==> src/rtl/t5_barb.sv <==
// rtl/t5_barb.sv - single-port Wishbone arbiter/sequencer for fetch and data masters
module t5_barb #(
  parameter logic [7:0] TOUT = 8'd255
) (
  input  logic        sclk,
  input  logic        srst,
  input  logic [29:0] iwb_adr,
  input  logic        iwb_stb,
  input  logic [3:0]  iwb_sel,
  output logic [31:0] iwb_dat,
  output logic        iwb_ack,
  input  logic [29:0] dwb_adr,
  input  logic [31:0] dwb_wdat,
  input  logic        dwb_stb,
  input  logic        dwb_wre,
  input  logic [3:0]  dwb_sel,
  output logic [31:0] dwb_dat,
  output logic        dwb_ack,
  output logic [29:0] xwb_adr,
  output logic [31:0] xwb_wdat,
  output logic        xwb_stb,
  output logic        xwb_wre,
  output logic [3:0]  xwb_sel,
  input  logic [31:0] xwb_rdat,
  input  logic        xwb_ack,
  output logic        sena,
  output logic        serr
);

  typedef enum logic [1:0] {IDLE, DGNT, IGNT} state_t;

  state_t      state_q, state_d;
  logic        idone_q, idone_d;
  logic        ddone_q, ddone_d;
  logic [7:0]  cnt_q, cnt_d;
  logic        serr_q, serr_d;
  logic [31:0] iwb_dat_q, iwb_dat_d;
  logic [31:0] dwb_dat_q, dwb_dat_d;

  logic        grant;
  logic        tout_hit;
  logic        done_now;
  logic [31:0] rdat_eff;

  // Next-state, bus steering, completion handling and pipeline enable
  always_comb begin
    state_d   = state_q;
    idone_d   = idone_q;
    ddone_d   = ddone_q;
    cnt_d     = cnt_q;
    serr_d    = serr_q;
    iwb_dat_d = iwb_dat_q;
    dwb_dat_d = dwb_dat_q;
    xwb_stb   = 1'b0;
    xwb_wre   = 1'b0;
    xwb_adr   = 30'h0;
    xwb_wdat  = 32'h0;
    xwb_sel   = 4'h0;

    grant    = (state_q != IDLE);
    // A transfer that times out completes like an ack carrying zero data
    tout_hit = grant && !xwb_ack && (cnt_q == TOUT - 8'd1);
    done_now = grant && (xwb_ack || tout_hit);
    rdat_eff = xwb_ack ? xwb_rdat : 32'h0;

    sena = (state_q == IDLE) && (!iwb_stb || idone_q) && (!dwb_stb || ddone_q);

    // Acks are suppressed under reset so an aborted transfer never completes
    iwb_ack = (state_q == IGNT) && done_now && !srst;
    dwb_ack = (state_q == DGNT) && done_now && !srst;

    case (state_q)
      IDLE: begin
        cnt_d = 8'h0;
        if (dwb_stb && !ddone_q) begin
          state_d = DGNT;
        end else if (iwb_stb && !idone_q) begin
          state_d = IGNT;
        end
        if (sena) begin
          idone_d = 1'b0;
          ddone_d = 1'b0;
        end
      end
      DGNT: begin
        xwb_stb  = 1'b1;
        xwb_wre  = dwb_wre;
        xwb_adr  = dwb_adr;
        xwb_wdat = dwb_wdat;
        xwb_sel  = dwb_sel;
        if (done_now) begin
          dwb_dat_d = rdat_eff;
          ddone_d   = 1'b1;
          cnt_d     = 8'h0;
          state_d   = IDLE;
        end else begin
          cnt_d = cnt_q + 8'd1;
        end
      end
      IGNT: begin
        xwb_stb = 1'b1;
        xwb_adr = iwb_adr;
        xwb_sel = iwb_sel;
        if (done_now) begin
          iwb_dat_d = rdat_eff;
          idone_d   = 1'b1;
          cnt_d     = 8'h0;
          state_d   = IDLE;
        end else begin
          cnt_d = cnt_q + 8'd1;
        end
      end
      default: state_d = IDLE;
    endcase

    if (tout_hit) begin
      serr_d = 1'b1;
    end
  end

  // State register with synchronous active-high reset
  always_ff @(posedge sclk) begin
    if (srst) begin
      state_q   <= IDLE;
      idone_q   <= 1'b0;
      ddone_q   <= 1'b0;
      cnt_q     <= 8'h0;
      serr_q    <= 1'b0;
      iwb_dat_q <= 32'h0;
      dwb_dat_q <= 32'h0;
    end else begin
      state_q   <= state_d;
      idone_q   <= idone_d;
      ddone_q   <= ddone_d;
      cnt_q     <= cnt_d;
      serr_q    <= serr_d;
      iwb_dat_q <= iwb_dat_d;
      dwb_dat_q <= dwb_dat_d;
    end
  end

  assign iwb_dat = iwb_dat_q;
  assign dwb_dat = dwb_dat_q;
  assign serr    = serr_q;

endmodule

==> config.mk <==
export PLATFORM = sky130hd
export DESIGN_NAME = t5_barb
export DESIGN_NICKNAME = d
export VERILOG_FILES = /design/src/rtl/t5_barb.sv
export SDC_FILE = /design/constraint.sdc
export NUM_CORES = 1
export LEC_CHECK = 0
export CORE_AREA = 2 2 107 109
export DETAILED_ROUTE_END_ITERATION = 16
export DIE_AREA = 0 0 109 111
export GPL_ROUTABILITY_DRIVEN = 0
export PLACE_DENSITY = 0.77
export SLEW_MARGIN = 15
export SYNTH_ARGS = -nofsm -noshare
export SYNTH_HDL_FRONTEND = slang
export SYNTH_SLANG_ARGS = --single-unit
==> constraint.sdc <==
create_clock -name sclk -period 2.9 [get_ports sclk]
set_input_delay 0.58 -clock sclk [delete_from_list [all_inputs] [get_ports sclk]]
set_output_delay 0.58 -clock sclk [all_outputs]
set_load 0.01 [all_outputs]
# After elaboration in Yosys (flattened, before gate mapping)
# Index checks and enable logic that the tools add are counted.
# W data, S select, Z words.
dict set report op_classes {
  n_addsub 1
  eq_ne 8
  muxes 16
  reduce_logical 31
}
# operator count
set op_table {}
lappend op_table {{$mux W32} 2}
lappend op_table {{$pmux W30 S2} 1}
lappend op_table {{$pmux W8 S2} 1}
lappend op_table {{$logic_and A1 B1 Y1} 11}
lappend op_table {{$add A8 B1 Y8 const B} 1}
lappend op_table {{$eq A8 B8 Y1 const B} 1}
lappend op_table {{$mux W8} 1}
lappend op_table {{$pmux W4 S2} 1}
lappend op_table {{$reduce_bool A2 Y1} 4}
lappend op_table {{$logic_not A1 Y1} 6}
lappend op_table {{$mux W2} 3}
lappend op_table {{$ne A2 B2 Y1 const B} 3}
lappend op_table {{$reduce_and A2 Y1} 3}
lappend op_table {{$reduce_and A3 Y1} 2}
lappend op_table {{$mux W1} 4}
lappend op_table {{$pmux W1 S2} 2}
lappend op_table {{$pmux W2 S2} 1}
lappend op_table {{$logic_or A1 B1 Y1} 3}
lappend op_table {{$ne A3 B1 Y1 const B} 1}
lappend op_table {{$eq A2 B1 Y1 const B} 1}
lappend op_table {{$eq A2 B2 Y1 const B} 1}
lappend op_table {{$logic_not A2 Y1} 1}
lappend op_table {{$ne A2 B1 Y1 const B} 1}
lappend op_table {{$reduce_or A2 Y1} 1}
dict set report totals {
  ff_bits 77
  in_bits 138
  output_inout_bits 136
  elab_cells 63
}

# Logic depth before layout (Yosys ltp)
dict set report logic_depth {
  ltp_word 7
  mapped_depth 7
  mapped_depth_nobuf 6
}

# Least setup slack after synthesis
# OpenSTA, ideal clock, no wires.
dict set report synth_timing {
  kind {reg-to-output}
  from {register state_q[1]}
  to {output port xwb_wdat[21]}
  t_arrival_ns 1.435
  required_ns 2.320
  setup_slack_ns 0.885
  stages_incl_launch_ff 7
  n_path_buf 3
  cell_sequence {dfxtp_1 -> inv_1 -> ha_1 -> clkbuf_1 -> clkbuf_1 -> clkbuf_1 -> and2_1}
}
dict set report synth_via {
  elab_chain_cells 2
}
# element line
set synth_lines {}
lappend synth_lines {{from (decl)} 32} ;# state_t state_q, state_d;
lappend synth_lines {{from (signal assigned)} 132} ;# state_q <= state_d;
lappend synth_lines {{$eq A2 B1 Y1} 72} ;# case (state_q)
lappend synth_lines {{$mux W32} 72}
lappend synth_lines {{to (decl)} 20} ;# output logic [31:0] xwb_wdat,
# No other way between the ends.

# Worst setup path in the final report
dict set report layout_timing {
  from {register state_q[0]}
  to {output port xwb_adr[15]}
}
dict set report layout_via {
  elab_chain_cells 2
  elab_cells_between_ends 3
  cone_classes {2 x eq/ne; 1 x mux}
}
# element line
set layout_lines {}
lappend layout_lines {{$eq A2 B2 Y1 / $eq A2 B1 Y1 (equally long branches)} 72}
lappend layout_lines {{$pmux W30 S2 *} 72}
lappend layout_lines {{to (decl)} 19} ;# output logic [29:0] xwb_adr,
# Mark *: on every way between the ends. The rest lies on a longest branch, timed or not.

==> results.py <==
metrics = {
    "global_routing": {
        "grt_start_max_net_pins": 59,
        "grt_pass1_vias": 3685,
        "gr-usage-met3_pct": 6.055,
        "track_usage_pct": 20.19,
        "grt_antenna_before_repair": 0,
        "grt.met2_usage_pct": 34.82,
        "grt-busiest-layer": "met2",
        "grt_first_pass_wirelength_um": 19290,
        "grt_util_met1_pct": 24.05,
        "grt_remaining_overflow": 0,
    },
    "clocking": {
        "worst_path_clk_slew_ps": 60,
        "clock_tree.root_cell": "clkbuf_16",
        "tritoncts_clock_tree": "yes",
        "max-clock-path-buffers": 2,
        "cts-buffers-inserted": 9,
        "clkLatencyLatePin_ps": 320,
        "ctsHtreeMaxLevel": 3,
        "ctsHoldBuffers": 0,
        "clkSinkCount": 77,
        "postCtsSetupBuffers": 0,
    },
    "cells_and_area": {
        "design.final.nets": 750,
        "final_core_utilization_pct": 60.10,
        "final_cell_count_without_fillers": 754,
        "fillerInstances": 948,
        "stdcell_area_mm2": 0.006658,
        "drive_gt1_share_pct": 6.219,
        "antennaDiodeCount": 0,
        "flow.area_growth_from_synthesis_pct": 93.21,
    },
    "floorplan": {
        "die-height_um": 111,
        "io_pins": 274,
        "starting_density_of_the_core_pct": 31.11,
        "placementRows": 39,
        "floorplan.core_area_mm2": 0.01108,
        "x_dimension_of_the_die_um": 109,
        "floorplan.die_area_mm2": 0.01210,
    },
    "placed_design": {
        "dp.cells": 738,
        "postPlaceCellArea_mm2": 0.006306,
        "place.detailed.hpwl_um": 9656,
        "place.port_buffers": 273,
        "detailedPlace.worstSlack_ps": 143.3,
    },
    "detailed_routing": {
        "vias": 3674,
        "routed_wire_length_per_instance_um": 16.67,
        "routed_wl_um": 12570,
        "detail-route-antenna-nets": 0,
        "drt_iter0_markers": 173,
        "drtPass1Iterations": 4,
        "vias_per_cell": 4.873,
        "detail_route.drc_violations": 0,
    },
    "critical_path": {
        "cpLargestDelayFamily": "buffers and inverters",
        "worstSetupPathType": "reg2out",
        "critPathBufInv": 3,
        "setup.worst_path.end_class": "output pin",
        "maximum_fanout_count_along_the_critical_path": 35,
        "crit_path_max_incr_delay_ps": 570,
        "critPathLaunchType": "flip-flop",
        "cp_data_required_time_ps": 2320,
        "worst-r2r-cell-count": 8,
        "slowest_stage": "clkdlybuf4s50_1",
        "path_cells": "inv_1 > ha_2 > buf_12 > nor2b_1 > clkdlybuf4s50_1",
        "crit_cells": 5,
        "timing.critical_path.arrival_ps": 2190,
    },
    "sta": {
        "setup_tns_ps": 0,
        "setup_viol": 0,
        "final_max_slew_viol_count": 0,
        "number_of_hold_violations_in_the_final_report": 0,
        "worst_slack_ps": 133.3,
        "max_freq_mhz": 361.4,
        "fin_skew_ps": 9.050,
        "min_period_ps": 2767,
        "relSlewSlack_pct": 74.67,
        "post-route-period-util_pct": 95.40,
        "timing_worst_slew_pin_value_ps": 379.9,
    },
    "power_and_ir_drop": {
        "seq_power_share_pct": 27.5,
        "power_switching_uw": 1320,
        "switching_share_pct": 30.76,
        "leak_uw": 0.002495,
        "internal_power_uw": 2971,
        "combPwrFrac_pct": 44.0,
        "peakVddDrop_v": 0.0004237,
        "pwr_density_cell_mw_per_mm2": 644.5,
        "power.share.clock_pct": 28.4,
    },
    "synth": {
        "synth.ff_latch_count": 77,
        "postSynthCellCount": 342,
        "synth-compound-area-share_pct": 27.60,
        "synth_xor_area_share_pct": 1.271,
        "synth.yosys.seq_area_share_pct": 44.73,
        "syn-mean-instance-area_um2": 10.08,
        "yosysWarningCount": 0,
        "synth-simple-area-share_pct": 18.92,
        "synth_top_family_by_area": "compound AO/OA/AOI/OAI gates",
        "synth_enable_flop_cells": 0,
        "netlist_area_mm2": 0.003446,
        "post_synth_num_cell_types": 38,
        "async_set_or_reset_register_ratio_after_synthesis_pct": 0,
        "synth_nets": 486,
        "synth-main-ff-cell": "dfxtp_1",
        "yosys.area_share.adder_pct": 2.179,
        "synth_mux_area_share_pct": 0,
    },
    "status": {
        "outcome": "completed",
    },
    "min_path": {
        "hold_path.class": "reg2reg",
        "whs_path_depth": 1,
    },
    "run": {
        "maxCapViolCount": 0,
    },
}
[worst register-to-register path, delay by kind of cell, from the launching register on]
| kind | cells | cell delay (ps) |
|---|---|---|
| buf+inv | 3 | 510 |
| flops | 1 | 410 |
| compound gates | 3 | 480 |
| simple gates | 1 | 260 |
| fa+ha+maj | 1 | 230 |
[flip-flops by register name (all words and copies together), names as in the netlist]
register	flops
cnt_q	8
dwb_dat	32
iwb_dat	32
state_q	2
idone_q	1
serr	1
ddone_q	1
[final cells by class]
type / count / area, um2 / share of cell area [%]
clock buffers: 10 / 239.0 / 3.590
clock inverters: 6 / 92.59 / 1.391
inverters: 5 / 18.77 / 0.2819
multi-input cells: 231 / 1742 / 26.16
flip-flops and latches: 77 / 1541 / 23.15
well taps: 143 / 178.9 / 2.687
repair buffers: 282 / 2845 / 42.74
[cells in the final DEF (no fill, tap or decap), types with 2 or more instances in the layout]
cell type,netlist,final
xnor2_1,2,2
nand2_1,8,8
clkinvlp_4,0,2
or3_1,2,2
o21ai_0,2,2
and2_1,33,33
a21oi_1,6,6
clkdlybuf4s50_1,0,270
clkbuf_16,0,9
ha_1,6,4
a22o_1,64,64
bufinv_16,0,2
a21oi_2,2,2
buf_4,0,6
xor2_1,3,3
buf_12,0,3
inv_6,0,2
nor2_2,0,2
nand2b_1,4,4
a22oi_1,34,34
nor2_1,13,11
dfxtp_1,77,77
inv_1,5,5
dlymetal6s2s_1,0,3
nor2b_1,34,34
[metrics by stage]
step / hold WS (ps) / power (uW)
floorplan: 448.2 / 2138
finish: 479.8 / 4291
CTS: 481.4 / 4320
global placement: 455.0 / 3059
global route: 495.4 / 4501
detailed placement: 463.3 / 3091
[path summary, 6_finish.rpt]
kind                                         startpoint                        to  slack (ps)
worst min-delay path            dwb_dat[2]$_SDFFE_PP0P_   dwb_dat[2]$_SDFFE_PP0P_         480
worst max register to register  state_q[0]$_SDFFE_PP0P_  dwb_dat[28]$_SDFFE_PP0P_         900
worst min register to register  dwb_dat[2]$_SDFFE_PP0P_   dwb_dat[2]$_SDFFE_PP0P_         480
worst max-delay path            state_q[0]$_SDFFE_PP0P_               xwb_adr[15]         130
[Yosys cell counts, types with 3 or more instances]
library cell / n / area share [%]
a21oi_1: 6 / 0.87
a22o_1: 64 / 16
a22oi_1: 34 / 7.4
and2_1: 33 / 6.0
buf_2: 7 / 1.0
buf_6: 6 / 2.0
clkbuf_1: 15 / 1.6
dfxtp_1: 77 / 45
ha_1: 6 / 2.2
inv_1: 5 / 0.54
nand2_1: 8 / 0.87
nand2b_1: 4 / 0.73
nor2_1: 13 / 1.4
nor2b_1: 34 / 6.2
xor2_1: 3 / 0.76
[timing repair]
item	4_1_cts	5_1_grt
setup endpoints to repair	0	7
resized for setup	0	5
hold endpoints to repair	0	0
[logic make-up (layout without fill, tap and decap cells)]
kind of cell / Yosys count / count (layout)
buf+inv: 34 / 303
fa+ha+maj: 6 / 6
simple gates: 105 / 105
compound gates: 115 / 115
xor+xnor: 5 / 5
flops: 77 / 77
[routing by layer]
layer	share of wire, %	vias up
li1	-	1767
met1	40	1722
met2	50	167
met3	7.7	18
met4	1.8	0
met5	0	-
[power groups by stage]
| stage | Sequential (uW) | Clock, uW | Combinational, uW |
|---|---|---|---|
| CTS | 1180 | 1240 | 1900 |
| global placement | 1200 | 0 | 1860 |
| floorplan | 1220 | 0 | 922 |
| detailed placement | 1200 | 0 | 1890 |
| finish | 1180 | 1220 | 1890 |
| global route | 1190 | 1280 | 2030 |
No activity file was read; power rests on OpenSTA's default activity.
